### src/rtl/id_scoreboard_fwd.sv
// Decode-stage operand hazard and forwarding unit.
// A per-register pending scoreboard tracks outstanding writers, so that
// variable-latency units stall their dependants. Operands are bypassed from
// the completion bus and registered into the execute-stage pipeline register.
module id_scoreboard_fwd #(
   parameter int DATA_WIDTH     = 32,
   parameter int REG_ADDR_WIDTH = 5,
   parameter int NUM_SRC        = 3,
   parameter int CNT_WIDTH      = 32
) (
   input  logic                            clk,
   input  logic                            rst_n,
   input  logic                            d_valid_i,
   input  logic                            d_flush_i,
   input  logic [NUM_SRC*REG_ADDR_WIDTH-1:0] d_rs_addr_i,
   input  logic [NUM_SRC-1:0]              d_rs_use_i,
   input  logic [NUM_SRC*DATA_WIDTH-1:0]   d_rs_data_i,
   input  logic [REG_ADDR_WIDTH-1:0]       d_rd_addr_i,
   input  logic                            d_rd_wr_i,
   input  logic                            c_valid_i,
   input  logic [REG_ADDR_WIDTH-1:0]       c_addr_i,
   input  logic [DATA_WIDTH-1:0]           c_data_i,
   output logic                            stall_o,
   output logic                            e_valid_o,
   output logic [NUM_SRC*DATA_WIDTH-1:0]   e_rs_data_o,
   output logic [REG_ADDR_WIDTH-1:0]       e_rd_addr_o,
   output logic                            e_rd_wr_o,
   output logic [REG_ADDR_WIDTH:0]         busy_cnt_o,
   output logic [CNT_WIDTH-1:0]            stall_cnt_o,
   output logic                            sb_err_o
);

   localparam int NUM_REGS = 2**REG_ADDR_WIDTH;
   localparam logic [REG_ADDR_WIDTH:0] BUSY_ONE  = 1;
   localparam logic [CNT_WIDTH-1:0]    STALL_ONE = 1;

   // One bit per architectural register: a writer is in flight.
   logic [NUM_REGS-1:0]               pending;

   logic [REG_ADDR_WIDTH-1:0]         rs_addr [NUM_SRC];
   logic [NUM_SRC-1:0]                src_bypass;
   logic [NUM_SRC-1:0]                raw_hazard;
   logic [NUM_SRC*DATA_WIDTH-1:0]     operand_flat;

   logic rd_nonzero;
   logic rd_bypass;
   logic waw_hazard;
   logic issue;
   logic set_pend;
   logic clr_pend;
   logic same_addr;
   logic clr_target_pending;
   logic busy_inc;
   logic busy_dec;
   logic err_hit;

   // Per-slot source decode: RAW detection and operand selection
   // (x0 reads as zero, a same-cycle completion beats the stale reg_file value).
   always_comb begin
      src_bypass   = '0;
      raw_hazard   = '0;
      operand_flat = '0;
      for (int j = 0; j < NUM_SRC; j++) begin
         rs_addr[j]    = d_rs_addr_i[j*REG_ADDR_WIDTH +: REG_ADDR_WIDTH];
         src_bypass[j] = c_valid_i && (c_addr_i == rs_addr[j]) && (rs_addr[j] != '0);
         raw_hazard[j] = d_rs_use_i[j] && (rs_addr[j] != '0) &&
                         pending[rs_addr[j]] && !src_bypass[j];
         if (rs_addr[j] == '0) begin
            operand_flat[j*DATA_WIDTH +: DATA_WIDTH] = '0;
         end else if (src_bypass[j]) begin
            operand_flat[j*DATA_WIDTH +: DATA_WIDTH] = c_data_i;
         end else begin
            operand_flat[j*DATA_WIDTH +: DATA_WIDTH] = d_rs_data_i[j*DATA_WIDTH +: DATA_WIDTH];
         end
      end
   end

   // Destination hazard, stall, issue and scoreboard set/clear decisions.
   always_comb begin
      rd_nonzero = (d_rd_addr_i != '0);
      rd_bypass  = c_valid_i && (c_addr_i == d_rd_addr_i) && rd_nonzero;
      waw_hazard = d_rd_wr_i && rd_nonzero && pending[d_rd_addr_i] && !rd_bypass;
      stall_o    = d_valid_i && ((|raw_hazard) || waw_hazard);
      issue      = d_valid_i && !stall_o && !d_flush_i;

      set_pend   = issue && d_rd_wr_i && rd_nonzero;
      clr_pend   = c_valid_i && (c_addr_i != '0);
      same_addr  = set_pend && (c_addr_i == d_rd_addr_i);

      clr_target_pending = pending[c_addr_i];
      busy_inc   = set_pend && !pending[d_rd_addr_i];
      busy_dec   = clr_pend && clr_target_pending && !same_addr;
      err_hit    = clr_pend && !clr_target_pending && !same_addr;
   end

   // Execute-stage pipeline register; data fields hold across bubbles.
   always_ff @(posedge clk or negedge rst_n) begin
      if (!rst_n) begin
         e_valid_o   <= 1'b0;
         e_rs_data_o <= '0;
         e_rd_addr_o <= '0;
         e_rd_wr_o   <= 1'b0;
      end else if (issue) begin
         e_valid_o   <= 1'b1;
         e_rs_data_o <= operand_flat;
         e_rd_addr_o <= d_rd_addr_i;
         e_rd_wr_o   <= d_rd_wr_i;
      end else begin
         e_valid_o   <= 1'b0;
         e_rd_wr_o   <= 1'b0;
      end
   end

   // Pending scoreboard: a set in the same cycle as a clear to the same register wins.
   always_ff @(posedge clk or negedge rst_n) begin
      if (!rst_n) begin
         pending <= '0;
      end else begin
         if (clr_pend) begin
            pending[c_addr_i] <= 1'b0;
         end
         if (set_pend) begin
            pending[d_rd_addr_i] <= 1'b1;
         end
      end
   end

   // Incremental count of pending registers, kept equal to popcount(pending).
   always_ff @(posedge clk or negedge rst_n) begin
      if (!rst_n) begin
         busy_cnt_o <= '0;
      end else begin
         case ({busy_inc, busy_dec})
            2'b10:   busy_cnt_o <= busy_cnt_o + BUSY_ONE;
            2'b01:   busy_cnt_o <= busy_cnt_o - BUSY_ONE;
            default: busy_cnt_o <= busy_cnt_o;
         endcase
      end
   end

   // Sticky flag for a completion that targets a register with no writer outstanding.
   always_ff @(posedge clk or negedge rst_n) begin
      if (!rst_n) begin
         sb_err_o <= 1'b0;
      end else if (err_hit) begin
         sb_err_o <= 1'b1;
      end
   end

   // Saturating stall-cycle performance counter.
   always_ff @(posedge clk or negedge rst_n) begin
      if (!rst_n) begin
         stall_cnt_o <= '0;
      end else if (stall_o && (stall_cnt_o != '1)) begin
         stall_cnt_o <= stall_cnt_o + STALL_ONE;
      end
   end

endmodule

### config.mk
export PLATFORM = sky130hd
export DESIGN_NAME = id_scoreboard_fwd
export DESIGN_NICKNAME = d
export VERILOG_FILES = /design/src/rtl/id_scoreboard_fwd.sv
export SDC_FILE = /design/constraint.sdc
export NUM_CORES = 1
export LEC_CHECK = 0
export ABC_CLOCK_PERIOD_IN_PS = 13400
export CORE_ASPECT_RATIO = 0.9
export CORE_MARGIN = 10
export CORE_UTILIZATION = 48
export DETAILED_ROUTE_END_ITERATION = 8
export DONT_BUFFER_PORTS = 1
export SETUP_SLACK_MARGIN = 0.02
export SKIP_LAST_GASP = 1
export SLEW_MARGIN = 20
export SYNTH_ARGS = -nofsm -noshare
export SYNTH_HDL_FRONTEND = slang
export SYNTH_SLANG_ARGS = --single-unit
### constraint.sdc
create_clock -name clk -period 13.4 [get_ports clk]
set_input_delay 3.35 -clock clk [delete_from_list [all_inputs] [get_ports clk]]
set_output_delay 3.35 -clock clk [all_outputs]
set_load 0.01 [all_outputs]
== After elaboration in Yosys (flattened, before gate mapping) ==
Cells that the tools add are included.
Operators by class
  add/subtract/negate cells: 3
  magnitude comparators: 7
  eq/ne operators: 7
  mux-type cells: 25
  bitwise gates (word level): 3
  reductions and logical operators: 55
Operators with widths (count)
  two-way mux 32 bit: 8
  logical AND 1 bit: 35
  adder 32 x 1 -> 32 bit, second input constant: 1
  AND 32 bit: 1
  != test 32 bit, second input constant: 1
  inverter 32 bit: 1
  OR 32 bit: 1
  < comparator 5 x 6 -> 1 bit, second input constant: 5
  binary-select mux 1 bit (select 5 bit): 5
  nonzero test 5 bit: 5
  equality test 5 bit: 4
  zero test 5 bit: 3
  case mux 6 bit (2 select lines): 1
  demux 1 bit (select 5 bit): 2
  >= comparator 5 x 1 -> 1 bit, second input constant: 2
  zero test 1 bit: 9
  two-way mux 1 bit: 9
  adder 6 x 1 -> 6 bit, second input constant: 1
  subtractor 6 x 1 -> 6 bit, second input constant: 1
  OR reduction 3 bit: 1
  equality test 2 x 1 -> 1 bit, second input constant: 1
  equality test 2 bit, second input constant: 1
  nonzero test 2 bit: 1
  logical OR 1 bit: 1
Word-level totals
  flip-flop bits (word level): 174
  input port bits: 162
  output and inout port bits: 143
  word-level logic and storage cells: 108

== Depth between registers and ports, before layout ==
Gate-level depths: netlist (run 1).
  word-level depth: 18
  gate-level depth with buffers: 22
  mapped depth without buffers: 17

== Worst setup path after synthesis (run 1) ==
Ideal clock, no wire load.
  path type: in2out
  from: in d_rs_addr_i[10]
  to: out stall_o
  arrival: 5572 ps
  data required time: 10050 ps
  path slack: 4478 ps
  cell stages on the path: 11
  buffers on the path: 4
  path through: clkbuf_1 -> buf_6 -> mux4_2 -> mux2_2 -> a21oi_1 -> nand2_1 -> a32oi_1 -> nand2_1 -> buf_2 -> buf_2 -> and2_1
Between the ends
  cells in the longest elaborated chain, start to end: 8
  elaborated cells on any way between the ends: 13
  those cells by class: eq/ne (1); mux (2); reduce/logical (10)
Ends and longest elaborated chain
  start: declaration: RTL line 15  | input logic [NUM_SRC*REG_ADDR_WIDTH-1:0] d_rs_addr_i,
  parallel branches: the longest is 4 deep, another holds binary-select mux 1 bit (select 5 bit)
  logical AND 1 bit (*): RTL line 67  | pending[rs_addr[j]] && !src_bypass[j];
  OR reduction 3 bit (*): RTL line 83  | stall_o = d_valid_i && ((|raw_hazard) || waw_hazard);
  logical OR 1 bit (*): RTL line 83
  logical AND 1 bit (*): RTL line 83
  end: declaration: RTL line 23  | output logic stall_o,
Mark *: on every way between the ends. The select of a mux whose other input is x is not followed.

== Worst setup path in the final report (run 1) ==
  from: in d_rs_addr_i[5]
  to: out stall_o
The elaborated chain is that of the path after synthesis.

==> results of run 1 <==
## through the flow
step / setup slack (ns) / total power [W] / area [sq um]
floorplan: 4.48 / 0.000902 / 9980
global placement: 4.37 / 0.000967 / 10000
detailed placement: 4.36 / 0.000974 / 10000
CTS: 4.36 / 0.00148 / 10600
global route: 4.23 / 0.00154 / 10600
finish: 4.31 / 0.00147 / 10600
## area by class of cell
class / count / area share (%)
flip-flops and latches: 174 / 40.9
clock buffers: 17 / 4.00
repair buffers: 10 / 0.706
clock inverters: 15 / 1.61
multi-input cells: 730 / 49.3
inverters: 12 / 0.423
diodes: 1 / 0.0235
well taps: 255 / 3.00
## power by group
group	leakage, nW	total, W	internal, W	switching, W
clock	0.291	0.000507	0.000267	0.000240
combinational	1.82	0.000198	0.000100	0.0000979
sequential	2.24	0.000763	0.000614	0.000149
total	4.35	0.00147	0.000981	0.000487
## layout by cell type (no fill, tap or decap), types with 4 or more instances in the layout
master     count
and4_1         5
nand2b_1       4
nand3b_1      10
a31oi_1        4
o21ai_2        7
nand4_1       12
mux2_2         4
xor2_1        20
nor2_1        16
or3b_2         5
nand3_1       21
inv_6          4
o21ai_0       67
nand2_1      140
a32oi_1        6
mux2i_1       83
and3_1        44
dfrtp_1      174
or3_1          6
mux4_2        31
a22oi_1        5
nor2b_1        8
o21ai_1       28
o31ai_1       65
a21oi_1       39
inv_1         11
ha_1           4
clkbuf_16     17
buf_4         10
and2_1         8
xnor2_1       39
nor3_1        11
## how the worst min path moves through the flow
stage,to,slack [ns]
after floorplan,pending[0],0.50
after global placement,busy_cnt_o[5],0.54
after detailed placement,e_rs_data_o[89],0.55
after CTS,e_rs_data_o[89],0.56
after global routing,busy_cnt_o[5],0.57
final,busy_cnt_o[5],0.56
## sequential cells by signal, summed over array words and instances, names as in the netlist
signal       cells
busy_cnt_o       6
e_rd_addr_o      5
e_rd_wr_o        1
e_rs_data_o     96
e_valid_o        1
pending         32
sb_err_o         1
stall_cnt_o     32
## kinds of logic after synthesis
logic type	after synthesis	share of synthesized area, %
simple gates	310	15.8
compound gates	238	14.9
flops	174	43.6
mux	119	16.0
buf+inv	95	4.01
xor+xnor	59	5.18
fa+ha+maj	4	0.502
## cells in the mapped netlist, types with 10 or more instances
cell | count | area share (%)
nand4_1 | 12 | 0.75
xor2_1 | 20 | 1.8
mux2i_1 | 83 | 8.3
nor3_1 | 13 | 0.65
and3_1 | 45 | 2.8
o31ai_1 | 65 | 4.9
o21ai_0 | 67 | 3.4
nor2_1 | 17 | 0.64
nand2_1 | 140 | 5.3
dfrtp_1 | 174 | 44
nand3b_1 | 10 | 0.75
nand3_1 | 21 | 1.1
mux4_2 | 31 | 7.0
a21oi_1 | 39 | 2.0
buf_2 | 17 | 0.85
xnor2_1 | 39 | 3.4
clkbuf_1 | 58 | 2.2
inv_1 | 11 | 0.41
o21ai_1 | 28 | 1.4
## layer usage
metal	GRT usage [%]	vias up
met5	0	-
met4	7.10	0
met3	10.2	51
met2	36.4	397
met1	30.0	3811
li1	-	3548
## critical path, delay by kind of cell
family,cells,cell delay (ns)
and+or+nand+nor,3,0.44
muxes,2,0.80
buffers and inverters,1,0.25
AOI/OAI and AO/OA,2,0.87
==> results by group, run 1 <==
Synth
  • Yosys warnings: 0
  • Synthesized area per cell: roughly 10 sq um
  • Yosys reg bits: around 170
  • Top FF cell, synth: dfrtp_1
  • Synth cell types: 56
  • Post-synthesis sequential area ratio: 43.6%
  • Cells after Synth: 999
  • Post-Syn Area: between 9000 and 10000 sq um
  • Number of enable flip-flop cells after synthesis: 0
  • Post-Synthesis Net Count: 1165
  • Async set or reset register ratio after synthesis: 100%

Hold path
  • Hold path depth: 1
  • Hold wc startpoint: busy_cnt_o[5]
  • Tightest Hold Check Type: reg2reg

Global route
  • First-pass GRT wire length: between 40000 and 50000 um
  • Vias in the first global route: around 7600
  • All-Layer GR Usage: 23.8%
  • GRT overflow: 0
  • Initial antenna violation count: 1
  • Largest net degree at the start of global routing: 175

Die
  • Die Span X: 172 um
  • Ports: 305
  • Die area: 27000 sq um
  • Floorplan row count: between 40 and 50
  • Die outline height: 157 um
  • Core ar.: just over 20000 sq um
  • Initial Util: 49.3%

Final layout
  • Final cell count without fillers: about 1200
  • Area Overhead vs Synth: 6.63%
  • Final layout net count: 1111
  • Area of the multi-input gates: about 5200 sq um
  • Layout cells sized above 1: 10.2%
  • Fillers: 1840
  • FF+latch area: 4350 sq um
  • Final Util: 52.6%

Setup path
  • Slowest CP cell: mux4_1
  • Worst Path Required: 10.05 ns
  • Crit Path Max Fanout: 32
  • Max incr delay on CP: roughly 0.51 ns
  • Reg2reg setup slack: 7.95 ns
  • Critical Path Source: d_rs_addr_i[5]
  • Startpoint types: input pin
  • Setup crit end kind: output pin
  • R2r startpoint: pending[11]
  • Worst EP arrival: about 5.7 ns
  • Critical path capture point: stall_o
  • Reg2reg path depth: 17
  • CP Cell Sequence: mux4_1 -> mux2_2 -> a2111oi_2 -> nor4b_1 -> a32oi_1 -> nand2_1 -> buf_4 -> and2_1
  • WS Path Type: in2out
  • FF-to-FF End: busy_cnt_o[5]

Drt
  • Wire length on met2: 15200 um
  • Routed len/inst: approximately 27 um
  • Met1 WL: approximately 13000 um
  • Final ANT Viol Nets: 0
  • Drt via density: around 6.4
  • Vias post-DR: 7807
  • Final wirelength: between 30000 and 40000 um
  • DRT Pass-1 Iters: 5
  • Met3 wire length: 4350 um
  • Starting DRT DRC Count: 846
  • Drc violations: 0
  • Top layer in use: met4

Place
  • Port Buffers: 0
  • Placed cell count: roughly 1200
  • Hpwl dp: 23700 um
  • Final GP Congestion: 0.888

STA
  • Worst hold slack: between 0.5 and 0.6 ns
  • Final hold vios: 0
  • Final setup TNS: 0 ns
  • FMAX: roughly 110 MHz
  • Crit share post-route: 67.8%
  • Fin Clk Skew: approximately 0.016 ns
  • Final setup viols: 0
  • Relative slew slack: 33.4%
  • Slew @ Worst Pin: 0.999 ns
  • Slew Limit Fails: 0
  • Min Clock Period, post-route: 9.09 ns
  • RSZ-0062 raised after global routing: false

CTS
  • Hold buffer count at cts: 0
  • Num CTS Buffers: 17
  • Clock slew at reported path FFs: 0.07 ns
  • Root Buffer: clkbuf_16
  • Latest clock arrival within the worst-skew pair: 0.44 ns
  • Setup Fix Bufs, Post-CTS: 0
  • Resize count post-CTS: 0
  • CTS tree: yes
  • H-tree depth: 4
  • Clock sink count: 174
  • Clk buf depth: 2

Flow run
  • Max-cap violations: 0

Power
  • Leakage: ~4.4 nW
  • P per Cell Area: 138 nW/um^2
  • VDD IR-drop max: 0.0000827 V

Run status
  • Status: completed
Power figures use the tool's default switching activity.
==> inputs of run 2 (changes only) <==
--- a/config.mk
+++ b/config.mk
@@ -5,12 +5,13 @@
 export SDC_FILE = /design/constraint.sdc
 export NUM_CORES = 1
 export LEC_CHECK = 0
-export ABC_CLOCK_PERIOD_IN_PS = 13400
+export ABC_CLOCK_PERIOD_IN_PS = 7420
 export CORE_ASPECT_RATIO = 0.9
 export CORE_MARGIN = 10
 export CORE_UTILIZATION = 48
 export DETAILED_ROUTE_END_ITERATION = 8
 export DONT_BUFFER_PORTS = 1
+export PLACE_DENSITY = 0.65
 export SETUP_SLACK_MARGIN = 0.02
 export SKIP_LAST_GASP = 1
 export SLEW_MARGIN = 20
==> constraint.sdc (replaced) <==
create_clock -name clk -period 7.42 [get_ports clk]
set_input_delay 1.855 -clock clk [delete_from_list [all_inputs] [get_ports clk]]
set_output_delay 1.855 -clock clk [all_outputs]
set_load 0.01 [all_outputs]
==> results by group, run 2 (same netlist as run 1, synthesis figures left out) <==
Hold path
  • Tightest Hold Check Type: reg2reg

CTS
  • Clock slew at reported path FFs: around 0.080 ns
  • Resize count post-CTS: 0
  • H-tree depth: 4
  • Latest clock arrival within the worst-skew pair: 0.43 ns
  • Hold buffer count at cts: 0
  • Setup Fix Bufs, Post-CTS: 0
  • Root Buffer: clkbuf_16
  • CTS tree: yes
  • Num CTS Buffers: 17
  • Clock sink count: 174
  • Clk buf depth: 2

Die
  • Die outline height: 157 um
  • Initial Util: roughly 49%
  • Die Span X: 172 um
  • Core ar.: 20200 sq um
  • Die area: 27000 sq um
  • Ports: ~300
  • Floorplan row count: between 40 and 50

Power
  • Leakage: approximately 4.4 nW
  • VDD IR-drop max: roughly 0.00012 V
  • P per Cell Area: approximately 250 nW/um^2
  • Tot Pwr: 0.00269 W

STA
  • Final setup TNS: 0 ns
  • Min Clock Period, post-route: 6.17 ns
  • Crit share post-route: approximately 83%
  • FMAX: 162 MHz
  • Final hold vios: 0
  • RSZ-0062 raised after global routing: false
  • Worst hold slack: 0.541 ns
  • Fin Clk Skew: between 0.01 and 0.015 ns
  • Final worst slack: between 1 and 1.5 ns
  • Slew Limit Fails: 0
  • Relative slew slack: 30.3%
  • Final setup viols: 0
  • Slew @ Worst Pin: around 1.0 ns

Flow run
  • Max-cap violations: 0

Drt
  • Vias post-DR: 7901
  • Drt via density: 6.50
  • Routed len/inst: roughly 27 um
  • Final ANT Viol Nets: 0
  • DRT Pass-1 Iters: 5
  • Final wirelength: 32700 um
  • Starting DRT DRC Count: around 950
  • Drc violations: 0

Place
  • Hpwl dp: 23300 um
  • Final GP Congestion: slightly above 0.9
  • Pre-CTS WS: around 1.3 ns
  • Port Buffers: 0
  • Cell area after placement: approximately 10000 sq um

Setup path
  • Worst EP arrival: 4.32 ns
  • Crit Path Max Fanout: 32
  • WS Path Type: in2out
  • Setup crit end kind: output pin
  • Startpoint types: input pin
  • Worst Path Required: approximately 5.6 ns

Global route
  • Vias in the first global route: 7782
  • Initial antenna violation count: 1
  • Largest net degree at the start of global routing: 175
  • All-Layer GR Usage: a little under a quarter
  • First-pass GRT wire length: 48800 um
  • GRT overflow: 0

Final layout
  • Fillers: approximately 1800
  • Max FFs per register: 96
  • Most frequent cells in the layout: 174 x dfrtp_1, 140 x nand2_1, 83 x mux2i_1, 67 x o21ai_0, 65 x o31ai_1
  • Biggest regs: e_rs_data_o x96, pending x32, stall_cnt_o x32
  • Final layout net count: 1112
  • Reg with most FFs: e_rs_data_o
  • Area of the multi-input gates: 5250 sq um
  • Commonest non-fill, non-tap cell in the layout: dfrtp_1
  • Area Overhead vs Synth: 7.11%
  • Design Area, Final: 10700 sq um
  • Layout cells sized above 1: 10.3%
  • FF+latch area: 4350 sq um

Run status
  • Status: completed
==> run 2: critical path: stages <==
cell       delay, ns
mux4_1          0.52
mux2_2          0.29
a2111oi_2       0.37
nor4b_1         0.10
a32oi_1         0.54
nand2_1         0.13
buf_4           0.26
and2_1          0.24
==> run 2: final cells by class <==
type	count	area share, %
multi-input combinational	730	49.1
sequential	174	40.7
clock buffer	17	3.98
tap	255	2.99
clock inverter	15	1.96
timing repair buffer	11	0.773
inverter	12	0.421
antenna	2	0.0468
==> run 2: path summary, 6_finish.rpt <==
| kind | cells past startpoint | slack, ns | startpoint | to |
|---|---|---|---|---|
| worst max-delay path | 8 | 1.25 | d_rs_addr_i[5] | stall_o |
| worst min-delay path | 1 | 0.54 | busy_cnt_o[5] | busy_cnt_o[5] |
| worst max register to register | 17 | 2.96 | pending[11] | busy_cnt_o[5] |
| worst min register to register | 1 | 0.54 | busy_cnt_o[5] | busy_cnt_o[5] |
| max in group asynchronous | 0 | 6.04 | rst_n | e_rs_data_o[37] |
| min in group asynchronous | 0 | 1.11 | rst_n | stall_cnt_o[28] |
==> run 2: layer usage <==
metal	track usage [%]	part of all wire, %
met3	8.98	12
met4	5.99	1.4
met5	0	0
met2	36.2	47
met1	30.1	40
==> run 2: power by group <==
| group | internal (W) | leakage (nW) | total (W) | switching (W) |
|---|---|---|---|---|
| registers | 0.00111 | 2.24 | 0.00137 | 0.000261 |
| logic | 0.000182 | 1.83 | 0.000362 | 0.000180 |
| clock network | 0.000497 | 0.305 | 0.000955 | 0.000458 |
==> run 2: through the flow <==
stage / instances / util [%]
after global placement: 1182 / 49.7
after floorplan: 999 / -
after detailed placement: 1182 / 49.7
final: 1216 / 52.8
after CTS: 1214 / 52.8
after global routing: 1215 / 52.8
